File: src/rtl/mem_access_pkg.sv
// Shared types and constants for the MEM stage: FSM states, decoded operation, reset words.
package mem_access_pkg;

    typedef enum logic [1:0] {
        MEM_IDLE,
        MEM_WAIT,
        MEM_DONE
    } mem_state_t;

    typedef enum logic [2:0] {
        OP_NONE,
        OP_STORE,
        OP_LOAD,
        OP_OUT,
        OP_IN
    } mem_op_t;

    localparam logic [31:0] ZERO_WORD     = '0;
    localparam logic [4:0]  NOP_REG_ADDR  = '0;
    localparam logic        WRITE_DISABLE = 1'b0;

    // Store beats load beats OUT beats IN; memW & memR together resolves to the store.
    function automatic mem_op_t pick_op(input logic mem_w, input logic mem_r,
                                        input logic out_op, input logic in_op);
        if (mem_w)       return OP_STORE;
        else if (mem_r)  return OP_LOAD;
        else if (out_op) return OP_OUT;
        else if (in_op)  return OP_IN;
        else             return OP_NONE;
    endfunction

endpackage

File: src/rtl/mem_access_if.sv
// Data-bus (req/ack) and I/O port (valid/ready) signals of the MEM stage.
interface mem_access_if;

    logic        dbus_req;
    logic        dbus_we;
    logic [31:0] dbus_addr;
    logic [31:0] dbus_wdata;
    logic [31:0] dbus_rdata;
    logic        dbus_ack;

    logic [31:0] io_in_data;
    logic        io_in_valid;
    logic        io_in_ready;
    logic [31:0] io_out_data;
    logic        io_out_valid;
    logic        io_out_ready;

    modport master (
        output dbus_req, dbus_we, dbus_addr, dbus_wdata,
        input  dbus_rdata, dbus_ack,
        input  io_in_data, io_in_valid,
        output io_in_ready,
        output io_out_data, io_out_valid,
        input  io_out_ready
    );

    modport slave (
        input  dbus_req, dbus_we, dbus_addr, dbus_wdata,
        output dbus_rdata, dbus_ack,
        output io_in_data, io_in_valid,
        input  io_in_ready,
        input  io_out_data, io_out_valid,
        output io_out_ready
    );

endinterface

File: src/rtl/mem_watchdog.sv
// Wait-state watchdog for the MEM stage; only present when MEM_TIMEOUT_EN is defined.
`ifdef MEM_TIMEOUT_EN
module mem_watchdog #(
    parameter int unsigned TIMEOUT_CYCLES = 255
) (
    input  logic clk,
    input  logic rst,
    input  logic run,
    output logic expire
);

    localparam logic [7:0] LAST = 8'(TIMEOUT_CYCLES - 1);

    logic [7:0] count;

    // Counts completed wait cycles; expires during the TIMEOUT_CYCLES-th one.
    always_ff @(posedge clk) begin
        if (rst || !run) count <= '0;
        else             count <= count + 8'd1;
    end

    assign expire = run && (count == LAST);

endmodule
`endif

File: src/rtl/mem_access.sv
// MEM stage: performs load/store over the data bus or IN/OUT over the I/O handshake, stalling
// the pipeline until it completes. Optional watchdog abort under MEM_TIMEOUT_EN.
module mem_access
    import mem_access_pkg::*;
#(
    parameter int unsigned TIMEOUT_CYCLES = 255
) (
    input  logic                clk,
    input  logic                rst,
    input  logic [4:0]          wd_i,
    input  logic                wreg_i,
    input  logic [31:0]         wdata_i,
    input  logic                memW_i,
    input  logic                memR_i,
    input  logic [31:0]         addr_i,
    input  logic                in_i,
    input  logic                out_i,
    mem_access_if.master        bus,
    output logic                stallreq_mem,
    output logic [4:0]          wd_o,
    output logic                wreg_o,
    output logic [31:0]         wdata_o,
    output logic                mem_err
);

    mem_state_t  state, state_nx;
    mem_op_t     op;
    logic        active;
    logic        handshake;
    logic        expire;
    logic        abort_q, abort_nx;
    logic [31:0] result_q, result_nx;

    assign op = pick_op(memW_i, memR_i, out_i, in_i);

    assign bus.dbus_we     = memW_i & bus.dbus_req;
    assign bus.dbus_addr   = addr_i;
    assign bus.dbus_wdata  = wdata_i;
    assign bus.io_out_data = wdata_i;

    always_comb begin
        state_nx         = state;
        result_nx        = result_q;
        abort_nx         = 1'b0;
        active           = 1'b0;
        handshake        = 1'b0;
        bus.dbus_req     = 1'b0;
        bus.io_out_valid = 1'b0;
        bus.io_in_ready  = 1'b0;
        stallreq_mem     = 1'b0;
        wd_o             = wd_i;
        wreg_o           = wreg_i;
        wdata_o          = wdata_i;

        unique case (state)
            MEM_IDLE, MEM_WAIT: begin
                active       = (state == MEM_WAIT) || (op != OP_NONE);
                stallreq_mem = active;
                unique case (op)
                    OP_STORE, OP_LOAD: begin
                        bus.dbus_req = active;
                        handshake    = bus.dbus_ack;
                    end
                    OP_OUT: begin
                        bus.io_out_valid = active;
                        handshake        = bus.io_out_ready;
                    end
                    OP_IN: begin
                        bus.io_in_ready = active;
                        handshake       = bus.io_in_valid;
                    end
                    default: handshake = 1'b0;
                endcase
                if (active) begin
                    if (handshake) begin
                        state_nx  = MEM_DONE;
                        result_nx = (op == OP_LOAD) ? bus.dbus_rdata :
                                    (op == OP_IN)   ? bus.io_in_data : wdata_i;
                    end else if (expire) begin
                        state_nx  = MEM_DONE;
                        result_nx = ZERO_WORD;
                        abort_nx  = 1'b1;
                    end else begin
                        state_nx  = MEM_WAIT;
                    end
                end
            end
            MEM_DONE: begin
                wdata_o  = result_q;
                if (abort_q) wreg_o = WRITE_DISABLE;
                state_nx = MEM_IDLE;
            end
            default: state_nx = MEM_IDLE;
        endcase

        // Reset overrides every output combinationally so a mid-access rst drops requests at once.
        if (rst) begin
            state_nx         = MEM_IDLE;
            abort_nx         = 1'b0;
            bus.dbus_req     = 1'b0;
            bus.io_out_valid = 1'b0;
            bus.io_in_ready  = 1'b0;
            stallreq_mem     = 1'b0;
            wd_o             = NOP_REG_ADDR;
            wreg_o           = WRITE_DISABLE;
            wdata_o          = ZERO_WORD;
        end
    end

    always_ff @(posedge clk) begin
        if (rst) begin
            state    <= MEM_IDLE;
            result_q <= ZERO_WORD;
            abort_q  <= 1'b0;
        end else begin
            state    <= state_nx;
            result_q <= result_nx;
            abort_q  <= abort_nx;
        end
    end

`ifdef MEM_TIMEOUT_EN
    logic err_q;

    mem_watchdog #(.TIMEOUT_CYCLES(TIMEOUT_CYCLES)) u_watchdog (
        .clk    (clk),
        .rst    (rst),
        .run    (state == MEM_WAIT),
        .expire (expire)
    );

    always_ff @(posedge clk) begin
        if (rst) err_q <= 1'b0;
        else     err_q <= err_q | abort_nx;
    end

    assign mem_err = err_q & ~rst;
`else
    assign expire  = 1'b0;
    assign mem_err = 1'b0;
`endif

endmodule

File: src/flat_wrapper.sv
// flat-port wrapper written by rule: the top's interface ports become plain ports
module mem_access_flat import mem_access_pkg::*;
#(
    parameter int unsigned TIMEOUT_CYCLES = 255
)
  (clk, rst, wd_i, wreg_i, wdata_i, memW_i, memR_i, addr_i, in_i, out_i, stallreq_mem, wd_o, wreg_o, wdata_o, mem_err, bus_dbus_req, bus_dbus_we, bus_dbus_addr, bus_dbus_wdata, bus_dbus_rdata, bus_dbus_ack, bus_io_in_data, bus_io_in_valid, bus_io_in_ready, bus_io_out_data, bus_io_out_valid, bus_io_out_ready);
  mem_access_if bus_i ();
  input  logic clk;
  input  logic rst;
  input  logic [4:0] wd_i;
  input  logic wreg_i;
  input  logic [31:0] wdata_i;
  input  logic memW_i;
  input  logic memR_i;
  input  logic [31:0] addr_i;
  input  logic in_i;
  input  logic out_i;
  output logic stallreq_mem;
  output logic [4:0] wd_o;
  output logic wreg_o;
  output logic [31:0] wdata_o;
  output logic mem_err;
  output wire logic [$bits(bus_i.dbus_req)-1:0] bus_dbus_req;
  output wire logic [$bits(bus_i.dbus_we)-1:0] bus_dbus_we;
  output wire logic [$bits(bus_i.dbus_addr)-1:0] bus_dbus_addr;
  output wire logic [$bits(bus_i.dbus_wdata)-1:0] bus_dbus_wdata;
  input wire logic [$bits(bus_i.dbus_rdata)-1:0] bus_dbus_rdata;
  input wire logic [$bits(bus_i.dbus_ack)-1:0] bus_dbus_ack;
  input wire logic [$bits(bus_i.io_in_data)-1:0] bus_io_in_data;
  input wire logic [$bits(bus_i.io_in_valid)-1:0] bus_io_in_valid;
  output wire logic [$bits(bus_i.io_in_ready)-1:0] bus_io_in_ready;
  output wire logic [$bits(bus_i.io_out_data)-1:0] bus_io_out_data;
  output wire logic [$bits(bus_i.io_out_valid)-1:0] bus_io_out_valid;
  input wire logic [$bits(bus_i.io_out_ready)-1:0] bus_io_out_ready;
  assign bus_dbus_req = bus_i.dbus_req;
  assign bus_dbus_we = bus_i.dbus_we;
  assign bus_dbus_addr = bus_i.dbus_addr;
  assign bus_dbus_wdata = bus_i.dbus_wdata;
  assign bus_i.dbus_rdata = bus_dbus_rdata;
  assign bus_i.dbus_ack = bus_dbus_ack;
  assign bus_i.io_in_data = bus_io_in_data;
  assign bus_i.io_in_valid = bus_io_in_valid;
  assign bus_io_in_ready = bus_i.io_in_ready;
  assign bus_io_out_data = bus_i.io_out_data;
  assign bus_io_out_valid = bus_i.io_out_valid;
  assign bus_i.io_out_ready = bus_io_out_ready;
  mem_access #(.TIMEOUT_CYCLES(TIMEOUT_CYCLES)) u_core (.clk(clk), .rst(rst), .wd_i(wd_i), .wreg_i(wreg_i), .wdata_i(wdata_i), .memW_i(memW_i), .memR_i(memR_i), .addr_i(addr_i), .in_i(in_i), .out_i(out_i), .bus(bus_i), .stallreq_mem(stallreq_mem), .wd_o(wd_o), .wreg_o(wreg_o), .wdata_o(wdata_o), .mem_err(mem_err));
endmodule
File: config.mk
export PLATFORM = sky130hd
export DESIGN_NAME = mem_access_flat
export DESIGN_NICKNAME = d
export VERILOG_FILES = /design/src/rtl/mem_access_pkg.sv /design/src/rtl/mem_access_if.sv /design/src/rtl/mem_watchdog.sv /design/src/rtl/mem_access.sv /design/src/flat_wrapper.sv
export SDC_FILE = /design/constraint.sdc
export NUM_CORES = 1
export LEC_CHECK = 0
export ABC_AREA = 1
export CAP_MARGIN = 20
export CORE_AREA = 2 2 109 111
export DETAILED_ROUTE_END_ITERATION = 10
export DIE_AREA = 0 0 111 113
export PLACE_DENSITY = 0.77
export SLEW_MARGIN = 20
export SYNTH_ARGS = -nofsm -noshare
export SYNTH_HDL_FRONTEND = slang
export SYNTH_SLANG_ARGS = --single-unit
File: constraint.sdc
create_clock -name clk -period 5.25 [get_ports clk]
set_clock_uncertainty 0.1 [all_clocks]
set_input_delay 1.575 -clock clk [delete_from_list [all_inputs] [get_ports clk]]
set_output_delay 1.575 -clock clk [all_outputs]
set_load 0.02 [all_outputs]
# Word level (Yosys, flattened, before mapping)
# Index checks and enable logic that the tools add are counted.
[word_totals]
regBits = 34
in_bits = 143
output_inout_bits = 140
wordCells = 41
[classes]
n_eq_ne = 6
mux = 24
bitwise_logic = 2
reduce_logical = 7
[ops]
columns = ["operator", "count"]
rows = [
  ["$mux 32", 4],
  ["$mux 1", 13],
  ["$mux 3", 4],
  ["$eq 3x2->1 const B", 2],
  ["$reduce_or 2->1", 3],
  ["$mux 5", 1],
  ["$eq 3x1->1 const B", 1],
  ["$eq 3x3->1 const B", 1],
  ["$pmux 1 s3", 1],
  ["$reduce_and 3->1", 1],
  ["$reduce_bool 3->1", 1],
  ["$eq 2x1->1 const B", 1],
  ["$eq 2x2->1 const B", 1],
  ["$logic_not 2->1", 1],
  ["$mux 2", 1],
  ["$and 1x1->1", 1],
  ["$logic_or 1x1->1", 1],
  ["$not 1->1", 1],
]

# Logic depth before layout (Yosys ltp)
# Gate-level depths: netlist (run 1).
[depth]
depth_word = 10
ltp_mapped = 10

# Least setup slack after synthesis (run 1)
# No wires, ideal clock.
[synth_timing]
path_type = "in2out"
startpoint = "input port rst"
endpoint = "output port wdata_o[23]"
arrival_ps = 2559
t_required_ps = 3575
slack_ps = 1016
stages = 5
path_buffers = 2
cell_sequence = "clkbuf_1 -> clkinv_1 -> clkbuf_1 -> o21ai_0 -> a21oi_1"
[synth_via]
elab_chain_cells = 1
[synth_lines]
columns = ["item", "line", "rtl"]
rows = [
  ["from (decl)", "flat_wrapper.sv:9", "input logic rst;"],
  ["$mux 32", "mem_access.sv:97", "if (rst) begin"],
  ["to (decl)", "flat_wrapper.sv:21", "output logic [31:0] wdata_o;"],
]
# Every way passes these cells.

# Worst setup path after layout (run 1)
[layout_timing]
startpoint = "input port out_i"
endpoint = "output port bus_io_out_valid"
[layout_via]
elab_chain_cells = 8
elab_cells_between_ends = 9
classes_between = "1 x eq/ne; 6 x mux; 2 x reduce/logical"
[layout_lines]
columns = ["item", "line", "rtl"]
rows = [
  ["from (decl)", "flat_wrapper.sv:17", "input logic out_i;"],
  ["$mux 3 *", "mem_access_pkg.sv:27", "else if (out_op) return OP_OUT;"],
  ["$mux 3 *", "mem_access_pkg.sv:26", "else if (mem_r) return OP_LOAD;"],
  ["$mux 3 *", "mem_access_pkg.sv:25", "if (mem_w) return OP_STORE;"],
  ["$reduce_bool 3->1", "mem_access.sv:57", "active = (state == MEM_WAIT) || (op != OP_NONE);"],
  ["$logic_or 1x1->1", "mem_access.sv:57", ""],
  ["$mux 1 *", "mem_access.sv:59", "unique case (op)"],
  ["$mux 1 *", "mem_access.sv:55", "unique case (state)"],
  ["$mux 1 *", "mem_access.sv:97", ""],
  ["to (decl)", "flat_wrapper.sv:33", "output wire logic [$bits(bus_i.io_out_valid)-1:0] bus_io_out_valid;"],
]
# Mark *: on every way between the ends. The rest lies on a longest branch, timed or not.

==> results of run 1 <==
==> layer usage <==
metal / track usage [%] / vias to the layer above
li1: - / 2125
met1: 20.0 / 1749
met5: 0 / -
met4: 7.42 / 0
met3: 4.28 / 33
met2: 32.4 / 185
==> tightest hold or removal path, delay by kind of cell, from the launching register on <==
family,cells,cell delay (ns)
buf+inv,1,0.06
flops,1,0.29
simple gates,3,0.13
==> through the flow <==
step	setup WS (ns)	power (mW)	instances	hold WS, ns
after floorplan	1.02	0.611	663	0.393
after global placement	0.260	0.764	899	0.407
after detailed placement	0.246	0.768	899	0.411
after CTS	0.237	1.06	905	0.421
after global routing	0.144	1.11	905	0.446
final	0.260	1.05	905	0.421
==> how the worst max path moves through the flow <==
stage	slack, ns	endpoint	startpoint
after detailed placement	0.25	bus_io_out_valid	out_i
after global placement	0.26	bus_io_out_valid	out_i
after floorplan	1.02	wdata_o[23]	rst
final	0.26	bus_io_out_valid	out_i
after global routing	0.14	bus_io_out_valid	out_i
after CTS	0.24	bus_io_out_valid	out_i
==> Yosys cell counts (all sizes together) <==
master	instances	share of area, %
inv	109	11
conb	1	0.10
nand2	168	17
clkinv	1	0.10
o21ai	32	4.4
buf	114	23
a21oi	33	4.5
nand4	34	5.8
nor2	78	8.2
clkbuf	22	2.2
a31oi	1	0.17
dfxtp	34	19
nand3	36	5.0
==> state kept, by name, summed over array words and instances, names as in the netlist <==
name             flops
u_core.result_q     32
u_core.state         2
==> layout by cell type, fill, tap and decap left out, types with 5 or more instances in the layout <==
cell                                n
sky130_fd_sc_hd__a21oi_1           33
sky130_fd_sc_hd__buf_4             10
sky130_fd_sc_hd__clkbuf_16          5
sky130_fd_sc_hd__clkdlybuf4s50_1  217
sky130_fd_sc_hd__dfxtp_1           34
sky130_fd_sc_hd__inv_1            108
sky130_fd_sc_hd__nand2_1          167
sky130_fd_sc_hd__nand3_1           35
sky130_fd_sc_hd__nand4_1           34
sky130_fd_sc_hd__nor2_1            76
sky130_fd_sc_hd__o21ai_0           32
==> layout make-up <==
class                      instances  area share, %
multi-input combinational        383           31.2
timing repair buffer             229           42.6
inverter                         110           7.69
sequential                        34           12.7
tap                              143           3.33
clock buffer                       6           2.58
==> power breakdown <==
| part | internal (mW) | total, mW | switching (mW) |
|---|---|---|---|
| clock | 0.183 | 0.283 | 0.100 |
| sequential | 0.286 | 0.293 | 0.00728 |
| combinational | 0.221 | 0.469 | 0.248 |
| total | 0.690 | 1.05 | 0.355 |
==> logic make-up after synthesis <==
| family | Yosys count | synth area share, % |
|---|---|---|
| AND/OR/NAND/NOR | 316 | 36.2 |
| flip-flops | 34 | 18.5 |
| buffers and inverters | 246 | 36.1 |
| other | 1 | 0.102 |
| AO/OA/AOI/OAI | 66 | 9.03 |
==> results.md, run 1 <==
Cells and area:
- Summing all flip-flop and latch instances after layout gives approximately 680 um2.
- From synthesis to final layout, the design area changed by 46.3%.
- The proportion of layout cells with a drive suffix above 1 is 3.02%.
- The repair_antennas step left the layout with diodes totalling 0.
- The post-route standard cell area excluding fillers is around 5400 um2.
- The post-layout utilization of the core is 47.7%.
- The count of filler cells inserted in the layout is 1206.
- In the final layout, the multi-input gates occupy 1670 um2.
- The final layout contains between 900 and 1000 nets.

Global routing:
- The first global-routing pass estimated 18300 um of wire.
- The via count of the first global-routing pass is about 3700.
- The number of antenna violations at the first check in global routing came to 0.
- The all-layer global routing usage is about 18%.
- Entering global routing, the biggest net connects 60 pins.
- The total overflow left after global routing is 0.

Clock tree:
- The clock passes through at most 2 buffers.
- The H-tree depth reported by CTS is 2.
- CTS saw 34 sinks.
- The clock reaches the later pin of the worst-skew pair after ~0.27 ns.
- The number of resized instances in the post-cts repair step is 0.
- TritonCTS built the clock tree.
- The clock transition at the registers of the reported paths is 0.05 ns.
- The root buffer selected by CTS is sky130_fd_sc_hd__clkbuf_16.
- The number of CTS-inserted buffers is 5.
- The number of buffers inserted to repair setup after CTS is 0.
- The number of hold-repair buffers added at the cts stage is 0.

Timing:
- For the pin with the worst max-slew slack, the measured transition is about 0.68 ns.
- Measured against its own limit, the worst slew margin works out to a little over half.
- The setup TNS after final layout is 0 ns.
- Dividing the final minimum period by the clock period gives between 90% and 100%.
- Based on the critical path, the design can be clocked at up to about 200 MHz.
- The final number of hold-violating endpoints is 0.
- The final count of pins violating max slew came to 0.
- Setup repair after global routing left no endpoint under its margin.
- The number of failing setup endpoints in the final timing report is 0.
- The minimum clock period is about 5.0 ns.

Detailed routing:
- The total routed wirelength is roughly 12000 um.
- The number of detailed-route iterations in the first pass is 4.
- The number of routed nets with antenna violations is 0.
- In this run the top signal layer used is met4.
- In this run, the number of DRC markers left after iteration 0 of detailed routing was 250.
- The wire length on met3 is ~970 um.
- After detailed routing, the met2 layer carries about 5700 um of wire.
- In the final routed layout, each cell accounts on average for about 13 um.
- The via total after detailed routing is between 4000 and 5000.
- The length of routed wiring on met1 is about 4700 um.
- The number of design rule violations left after detail routing is 0.
- In the routed layout, each cell is associated on average with a via count of 4.52.

Worst setup path:
- For the worst flop-to-flop path, the logic depth is 6.
- By startpoint and endpoint, the worst setup path is classified as input port to output pin.
- In this run the worst path has a maximum fanout of 5.
- For the worst setup path, the data arrival time is around 3.3 ns.
- For this design, the slowest cell found on the critical path is sky130_fd_sc_hd__clkdlybuf4s50_1.
- The worst setup path is captured at an output pin.
- The startpoint of the worst register-to-register path is u_core.state[1].
- Walking the worst path, the cells encountered are clkdlybuf4s50_1 -> nor2_4 -> nand3_2 -> nand4_1 -> nand2_1 -> inv_1 -> nand2_1 -> inv_1 -> clkdlybuf4s50_1.
- The critical path contains buffers and inverters numbering 4 combined.
- The worst register-to-register path ends at u_core.result_q[7].
- STA classifies the critical path startpoint as an input port.
- The worst register-to-register path has a setup slack of around 3.7 ns.
- The kind of cell with the highest combined delay on the critical path is buffers and inverters.
- Counting buffers and inverters, the worst setup path is 9 cells deep.
- Data on the critical path is required at its endpoint by roughly 3.6 ns.
- The delay contributed by the slowest stage of the critical path is 0.59 ns.

Die:
- The die span in y is about 110 um.
- Row generation in the floorplan step produced 39 rows.
- The initial core utilization is between 30% and 40%.
- Measured along the x axis, the die boundary spans 111 um.
- Pin placement for this block handled 283 I/O pins.
- The total core area is approximately 11000 um2.
- The die area is ~13000 um2.

Flow run:
- Across the run, the number of max-cap violations was 0.

Power:
- Power spread over the standard cell area amounts to between 150 and 200 nW/um2.
- For this design the static power due to leakage is ~2.7 nW.
- VDD sags by at most 0.000109 V.

Yosys:
- The share of synthesized area occupied by flip-flops and latches is a little under a fifth.
- The number of distinct library cell variants in the gate-level netlist after synthesis is 18.
- The per-instance average area after synthesis is roughly 5.5 um2.
- The area of the mapped netlist is about 3700 um2.
- The post-synthesis register bit count is 34.
- When the netlist entered floorplanning its net count stood at around 810.
- Counting every instance in the synthesized netlist gives between 600 and 700.
- The number of warning messages in the yosys log is 0.

Hold path:
- The hold-critical path depth is 4.
- In this run the most critical hold path is launched from u_core.result_q[4].
- The endpoint with the worst hold slack is u_core.result_q[4].
- The class of the most critical hold timing path is flip-flop to flip-flop.

Place:
- The HPWL after detailed placement is about 8500 um.
- The number of buffer cells added on primary ports is roughly 220.
- The final weighted congestion of routability-driven global placement is roughly 0.8.
- Once placement finished, the instance area stood at 5230 um2.

Outcome:
- The run finished with clean final reports.
(Power assumes the default switching activity.)
==> run 2, diff against run 1 <==
--- a/config.mk
+++ b/config.mk
@@ -15,3 +15,4 @@
 export SYNTH_ARGS = -nofsm -noshare
 export SYNTH_HDL_FRONTEND = slang
 export SYNTH_SLANG_ARGS = --single-unit
+export TNS_END_PERCENT = 100
==> results of run 2 <==
Same layout as run 1: the final DEF is identical, and so are final timing and power.
